**config.mk**
```make
export PLATFORM = sky130hd
export DESIGN_NAME = keccak_byte_packer
export DESIGN_NICKNAME = d
export VERILOG_FILES = /design/src/rtl/keccak_byte_packer_pkg.sv /design/src/rtl/keccak_byte_packer.sv
export SDC_FILE = /design/constraint.sdc
export NUM_CORES = 1
export LEC_CHECK = 0
export CAP_MARGIN = 10
export CORE_UTILIZATION = 40
export DETAILED_ROUTE_END_ITERATION = 12
export HOLD_SLACK_MARGIN = 0.1
export PLACE_DENSITY = 0.63
export REMOVE_ABC_BUFFERS = 1
export SLEW_MARGIN = 30
export SYNTH_ARGS = -nofsm -noshare
export SYNTH_HDL_FRONTEND = slang
export SYNTH_SLANG_ARGS = --single-unit
```
**constraint.sdc**
```tcl
create_clock -name clk -period 3 [get_ports clk]
set_input_delay 0.6 -clock clk [delete_from_list [all_inputs] [get_ports clk]]
set_output_delay 0.6 -clock clk [all_outputs]
set_load 0.005 [all_outputs]
```
**src/rtl/keccak_byte_packer_pkg.sv**
```systemverilog
// Shared types and constants for the keccak byte packer.
package keccak_byte_packer_pkg;

   localparam int WORD_W = 32;
   localparam int BYTE_W = 8;

   typedef enum logic [1:0] {
      FILL  = 2'd0,
      FLUSH = 2'd1,
      DONE  = 2'd2
   } state_t;

   // Moves the n least-significant bytes of w to the top of the word and zero-fills the rest.
   // The first byte of the group lands in [31:24].
   function automatic logic [WORD_W-1:0] left_align(input logic [WORD_W-1:0] w,
                                                    input logic [2:0]        n);
      int sh;
      sh = WORD_W - BYTE_W * int'(n);
      return w << sh;
   endfunction

endpackage

```
**src/rtl/keccak_byte_packer.sv**
```systemverilog
// Packs a byte stream big-endian into 32-bit words for the keccak core,
// one message per reset, with the core's buffer_full backpressure.
//
// Handshakes: a byte (or a flush) is taken on a rising edge when byte_ready is
// high together with byte_valid (or flush with byte_valid low). A word moves
// to the core on a rising edge when in_ready is high and buffer_full is low;
// while in_ready is high and buffer_full is high, in/is_last/byte_num hold.
module keccak_byte_packer
   import keccak_byte_packer_pkg::*;
#(
   parameter int LEN_W = 16
) (
   input  logic              clk,
   input  logic              reset,
   input  logic [BYTE_W-1:0] byte_in,
   input  logic              byte_valid,
   input  logic              byte_last,
   input  logic              flush,
   output logic              byte_ready,
   output logic [WORD_W-1:0] in,
   output logic              in_ready,
   output logic              is_last,
   output logic [1:0]        byte_num,
   input  logic              buffer_full,
   output logic              msg_done,
   output logic [LEN_W-1:0]  msg_len
);

   state_t      state;
   logic [23:0] acc;
   logic [1:0]  cnt;

   logic xfer;
   logic slot_free;
   logic byte_acc;
   logic flush_acc;
   logic load;

   // Handshake terms; byte_ready is combinational from buffer_full so a word
   // leaving and a byte arriving can share a cycle.
   always_comb begin
      xfer       = in_ready & ~buffer_full;
      slot_free  = ~in_ready | ~buffer_full;
      byte_ready = (state == FILL) & slot_free;
      byte_acc   = byte_valid & byte_ready;
      flush_acc  = flush & ~byte_valid & byte_ready;
      load       = ((state == FILL) & ((byte_acc & ((cnt == 2'd3) | byte_last)) | flush_acc))
                 | ((state == FLUSH) & slot_free);
   end

   // Packing FSM, output word register, completion flag and length counter.
   always_ff @(posedge clk) begin
      if (reset) begin
         state    <= FILL;
         acc      <= '0;
         cnt      <= '0;
         in       <= '0;
         in_ready <= 1'b0;
         is_last  <= 1'b0;
         byte_num <= '0;
         msg_done <= 1'b0;
         msg_len  <= '0;
      end else begin
         if (xfer && is_last)
            msg_done <= 1'b1;

         if (byte_acc && (msg_len != {LEN_W{1'b1}}))
            msg_len <= msg_len + 1'b1;

         if (load)
            in_ready <= 1'b1;
         else if (xfer)
            in_ready <= 1'b0;

         case (state)
            FILL: begin
               if (byte_acc) begin
                  if (cnt != 2'd3 && !byte_last) begin
                     acc <= {acc[15:0], byte_in};
                     cnt <= cnt + 2'd1;
                  end else if (cnt == 2'd3) begin
                     // Full word; a last byte here still needs an empty terminator word.
                     in       <= {acc, byte_in};
                     is_last  <= 1'b0;
                     byte_num <= 2'd0;
                     cnt      <= 2'd0;
                     if (byte_last)
                        state <= FLUSH;
                  end else begin
                     in       <= left_align({acc, byte_in}, {1'b0, cnt} + 3'd1);
                     is_last  <= 1'b1;
                     byte_num <= cnt + 2'd1;
                     cnt      <= 2'd0;
                     state    <= DONE;
                  end
               end else if (flush_acc) begin
                  in       <= left_align({8'h00, acc}, {1'b0, cnt});
                  is_last  <= 1'b1;
                  byte_num <= cnt;
                  cnt      <= 2'd0;
                  state    <= DONE;
               end
            end
            FLUSH: begin
               if (slot_free) begin
                  in       <= '0;
                  is_last  <= 1'b1;
                  byte_num <= 2'd0;
                  state    <= DONE;
               end
            end
            DONE: begin
               // Message complete; inputs ignored until reset.
            end
            default: state <= FILL;
         endcase
      end
   end

endmodule

```
## After elaboration in Yosys (flattened, before gate mapping)

Cells that the tools add are included.

| word-level totals | value |
|---|---|
| bits in registers | 81 |
| output and inout port bits | 54 |

| cells by class | value |
|---|---|
| $add $sub $neg | 5 |
| equal/unequal tests | 9 |
| shift-type cells | 2 |
| multiplexer cells | 30 |
| bitwise logic cells | 16 |
| reduce and logical (&&, ||, !) cells | 12 |

Operator list:

| operator | number |
|---|---|
| $mux W32 | 5 |
| $pmux W32 S2 | 1 |
| $shl A24 B32 Y32 | 1 |
| $shl A32 B32 Y32 | 1 |
| $mux W2 | 14 |
| $add A16 B1 Y16 const B | 1 |
| $ne A16 B16 Y1 const B | 1 |
| $and A1 B1 Y1 | 8 |
| $mux W1 | 7 |
| $sub A6 B5 Y7 const A | 1 |
| $sub A6 B6 Y7 const A | 1 |
| $ne A3 B3 Y1 const B | 2 |
| $pmux W2 S3 | 1 |
| $reduce_bool A2 Y1 | 3 |
| $reduce_and A5 Y1 | 1 |
| $eq A2 B2 Y1 const B | 2 |
| $ne A2 B2 Y1 const B | 2 |
| $ne A4 B4 Y1 const B | 1 |
| $not A1 Y1 | 4 |
| $or A1 B1 Y1 | 4 |
| $pmux W2 S2 | 1 |
| $reduce_and A4 Y1 | 1 |
| $add A2 B1 Y3 const B | 1 |
| $logic_and A1 B1 Y1 | 3 |
| other kinds (7) | 7 |

## Longest topological paths before layout

| depth | value |
|---|---|
| depth in word-level cells | 9 |
| depth in mapped cells | 10 |
| gate-level depth less buffers | 7 |

## Worst setup path after synthesis

Ideal clock, no wire load.

| timing | value |
|---|---|
| path kind | register to register |
| start | register cnt[0] |
| end | register in[26] |
| setup time | 0.122 ns |
| arrival | 2.542 ns |
| required time | 2.878 ns |
| setup slack | 0.336 ns |
| stages on the path, launching flop included | 10 |
| buffers on the path | 3 |
| cell sequence | dfxtp_1 > clkbuf_1 > clkinv_1 > ha_1 > clkbuf_1 > buf_2 > mux2_1 > nand2_1 > o21ai_0 > a221o_1 |

| on the way | value |
|---|---|
| cells in the longest elaborated chain, start to end | 7 |
| elaborated cells on any way between the ends | 15 |
| those cells by class | add/sub (3); eq/ne (3); shift (2); mux (5); reduce/logical (2) |

RTL lines:

| element | RTL line | RTL |
|---|---|---|
| start, declared | keccak_byte_packer.sv:31 | `logic [1:0] cnt;` |
| start signal, assigned | keccak_byte_packer.sv:80 | `cnt <= cnt + 2'd1;` |
| $add A2 B1 Y3 | keccak_byte_packer.sv:90 | `in <= left_align({acc, byte_in}, {1'b0, cnt} + 3'd1);` |
| $sub A6 B6 Y7 | keccak_byte_packer_pkg.sv:18 | `sh = WORD_W - BYTE_W * int'(n);` |
| $shl A32 B32 Y32 | keccak_byte_packer_pkg.sv:19 | `return w << sh;` |
| $mux W32 | keccak_byte_packer.sv:81 | `end else if (cnt == 2'd3) begin` |
| $mux W32 | keccak_byte_packer.sv:78 | `if (cnt != 2'd3 && !byte_last) begin` |
| $mux W32 | keccak_byte_packer.sv:77 | `if (byte_acc) begin` |
| $pmux W32 S2 | keccak_byte_packer.sv:75 | `case (state)` |
| end signal, assigned | keccak_byte_packer.sv:83 | `in <= {acc, byte_in};` |
| end signal, assigned | keccak_byte_packer.sv:90 |  |
| end signal, assigned | keccak_byte_packer.sv:97 | `in <= left_align({8'h00, acc}, {1'b0, cnt});` |
| end, declared | keccak_byte_packer.sv:20 | `output logic [WORD_W-1:0] in,` |

Several ways; a longest one is shown, not always the timed one. The select of a mux whose other input is x is not followed.
A chain may end at the register's enable or synchronous reset.

## Worst setup path after layout

| timing | value |
|---|---|
| start | input port buffer_full |
| end | output port byte_ready |

| on the way | value |
|---|---|
| cells in the longest elaborated chain, start to end | 3 |

RTL lines:

| element | RTL line | RTL |
|---|---|---|
| start, declared | keccak_byte_packer.sv:24 | `input logic buffer_full,` |
| $not A1 Y1 | keccak_byte_packer.sv:43 | `slot_free = ~in_ready \| ~buffer_full;` |
| $or A1 B1 Y1 | keccak_byte_packer.sv:43 |  |
| $and A1 B1 Y1 | keccak_byte_packer.sv:44 | `byte_ready = (state == FILL) & slot_free;` |
| end, declared | keccak_byte_packer.sv:19 | `output logic byte_ready,` |

Every way passes these cells.

==> results by group <==
Floorplanning
  • # IOs: about 70
  • Row count: 38
  • Die height: around 110 microns
  • Die area: 11600 sq um
  • Die W: 108 microns
  • Initial Utilization: 0.411
  • Core footprint: ~11000 sq um

Pwr
  • Pwr/cell area: 438 nW/um^2
  • VDD IR max: 0.000218 V
  • Pleak: 0.00185 uW
  • Tot Pwr: between 2000 and 2500 uW

Critical path
  • Depth of the most critical reg-to-reg path: 7
  • CP Max Fanout: 7
  • Highest cell delay on the worst timing path: just over 0.5 ns
  • Slowest-stage cell, CP: clkdlybuf4s50_1
  • CP startpoint: buffer_full
  • Crit Reg-Reg Endpoint: in[15]
  • Worst R2R Setup Slack: 0.38 ns
  • CP Capture Point: byte_ready
  • Critical path class: input port to primary output
  • RR Startpoint: cnt[0]
  • Startpoint types: input port
  • Critical path endpoint category: primary output
  • CP dominant cell by count: clkdlybuf4s50_1
  • Critical Path RT: between 2 and 2.5 ns
  • Crit-path cells: clkdlybuf4s50_1 -> a211o_1 -> inv_4 -> clkdlybuf4s50_1
  • Arrival @ worst endpoint: roughly 2.1 ns

Final layout
  • Share of cells above drive strength 1: 0.106
  • Layout fillers: between 1000 and 1500
  • Number of diodes: 0
  • Area Growth Syn to Fin: 23.3%
  • Nets: around 630
  • Design area: around 5500 sq um

Clocking
  • Post-CTS Resized: 0
  • Hold_buf cts: 0
  • CTS buffer count: 9
  • Post-CTS setup buffer count: 0
  • CTS root buffer: clkbuf_8
  • CTS tree: done
  • Clk buf depth: 2
  • CTS clk-pin slew, worst paths: ~0.08 ns
  • CTS sink count: a little over 80
  • Clk_lat worst skew: 0.35 ns
  • H-tree levels: 3

Placed design
  • Cell Area, Placed: between 5000 and 6000 sq um
  • Gpl congestion: ~0.84
  • DPL Wire Length: about 9.0 mm
  • DP Worst Slack: 0.227 ns
  • PortBufs: 67

Global routing
  • Largest net degree at the start of global routing: 57
  • Global-route wire length before repair: 21.3 mm
  • GRT overflow: 0
  • GRT Util Overall: 0.234
  • Vias in the first global route: about 4100
  • Initial antenna violation count: 0

Timing
  • Relative slew slack: 0.351
  • Tmin final: 2.69 ns
  • Slew Viols, Final: 0
  • Final period util: 0.898
  • F_max: 371 MHz
  • Slew @ Worst Pin: approximately 0.97 ns
  • Worst Slack Setup Final: 0.306 ns
  • Final Setup Violations: 0
  • Fin. Hold Viols: 0
  • RSZ-0062 raised after global routing: false
  • Final setup skew: about 0.013 ns

Synthesis
  • Netlist Area Pre-Place: roughly 4500 sq um
  • Sequential area share after synthesis: 0.364
  • Post-synthesis xor/xnor area fraction: 0.0216
  • YS warnings: 0
  • Leading area contributor after synthesis: dfxtp_1
  • Synth top area cells: dfxtp_1 (36%), nand2_1 (6.5%), a21oi_1 (5.4%), nor2_1 (4.4%), a22o_1 (3.9%)
  • Synth Area in Adders: 0.00842
  • Mux cell area share after synthesis: 0.0477
  • Simple logic cell fraction of the synthesized area: 0.200
  • Main synth FF type: dfxtp_1
  • Ys async rst share: 0
  • Synth cell types: 61
  • Largest family of logic cells by synthesized area: compound AO/OA/AOI/OAI gates
  • Mapped Cells: roughly 550
  • Yosys top cell area share: 0.364
  • Synth Area in Compound Gates: 0.300
  • Post-Syn Area per Cell: 8.06 sq um
  • #FFs+latches synth: between 80 and 90
  • Number of synthesized flops with an enable pin: 0

Run
  • Maximum capacitance violations: 0

Detailed routing
  • Detailed Route Iter0 Violations: around 300
  • Routed WL: around 13 mm
  • Drt wl/cell: approximately 18 microns
  • Top Metal Used: met4
  • Wire length on met1: between 5 and 6 mm
  • Antenna-violating nets left: 0
  • Drt pass-1 iters: 6
  • Met2 wire len: ~6 mm
  • Via density per instance: 5.96
  • Via count: ~4500
  • DR DRC count: 0
  • Met3 WL post-DR: 1.02 mm

Hold path
  • Hold Path Class: register to register

Run status
  • Status: finished clean
==> cells in the mapped netlist, drive strengths merged, types with 4 or more instances <==
master,number
mux2,10
o21ai,29
nand3,19
a221oi,7
a22o,20
xor2,4
xnor2,7
a211oi,6
a2111oi,6
a22oi,17
nor3,9
a21oi,49
clkbuf,36
dfxtp,81
inv,17
nor2,55
buf,11
o22ai,14
a221o,7
nand4,4
nand2b,8
a32o,12
mux2i,10
and3,6
nand2,78
a222oi,4
==> state kept, by name (all words and copies together) (netlist names) <==
register / count
acc: 24
byte_num: 2
cnt: 2
in: 32
in_ready: 1
is_last: 1
msg_done: 1
msg_len: 16
state: 2
==> per-stage QoR <==
step                TNS, ns  hold slack [ns]  std cells   util
floorplan            -32.04            0.447        506      -
global placement          0            0.453        737  0.488
detailed placement        0            0.458        737  0.488
CTS                       0            0.481        753  0.507
global route              0            0.503        753  0.507
finish                    0            0.479        753  0.507
==> power by group <==
group	total [uW]	switching (uW)	internal, uW
Clock	816	408	409
Sequential	1140	34.0	1100
Combinational	456	279	176
==> layout make-up <==
cell class / instances / area, sq um / share of cell area
Tap cell: 140 / 175 / 0.0319
Clock buffer: 10 / 138 / 0.0250
Inverter: 18 / 70.1 / 0.0127
Multi-Input combinational cell: 407 / 2580 / 0.469
Sequential cell: 81 / 1620 / 0.295
Timing Repair Buffer: 91 / 846 / 0.154
Clock inverter: 6 / 67.6 / 0.0123
==> metal layers <==
metal | up-vias | global-route usage
met3 | 25 | 0.0400
met2 | 181 | 0.373
met4 | 0 | 0.0841
li1 | 2130 | -
met1 | 2149 | 0.316
met5 | - | 0
==> cell usage in the layout, fill, tap and decap left out, drive strengths merged, types with 9 or more instances in the layout <==
cell,Yosys,routed
a21oi,49,49
nor3,9,9
a32o,12,12
nand3,19,19
clkdlybuf4s50,0,66
mux2,10,10
o22ai,14,14
mux2i,10,10
nand2,78,78
dfxtp,81,81
clkbuf,36,10
nor2,55,55
a22o,20,20
a22oi,17,17
inv,17,17
buf,11,25
o21ai,29,29
==> how the worst min path moves through the flow <==
stage	start	endpoint	cells past startpoint
detailed placement	msg_done	msg_done	2
global placement	msg_done	msg_done	2
CTS	msg_done	msg_done	2
finish	msg_done	msg_done	2
floorplan	byte_num[1]	byte_num[1]	2
global route	in[13]	in[13]	1
==> logic make-up (layout without fill, tap and decap cells) <==
group | after synthesis | count (layout)
xor gates and xnor gates | 11 | 11
buffers and inverters | 65 | 125
adders and majority gates | 3 | 3
and+or+nand+nor | 191 | 191
AOI/OAI and AO/OA | 182 | 182
muxes | 20 | 20
DFF | 81 | 81
==> worst max-delay path, delay by kind of cell <==
family | cells | cell delay, ns
buffers and inverters | 3 | 1.12
AOI/OAI and AO/OA | 1 | 0.37
Power figures use the tool's default switching activity.
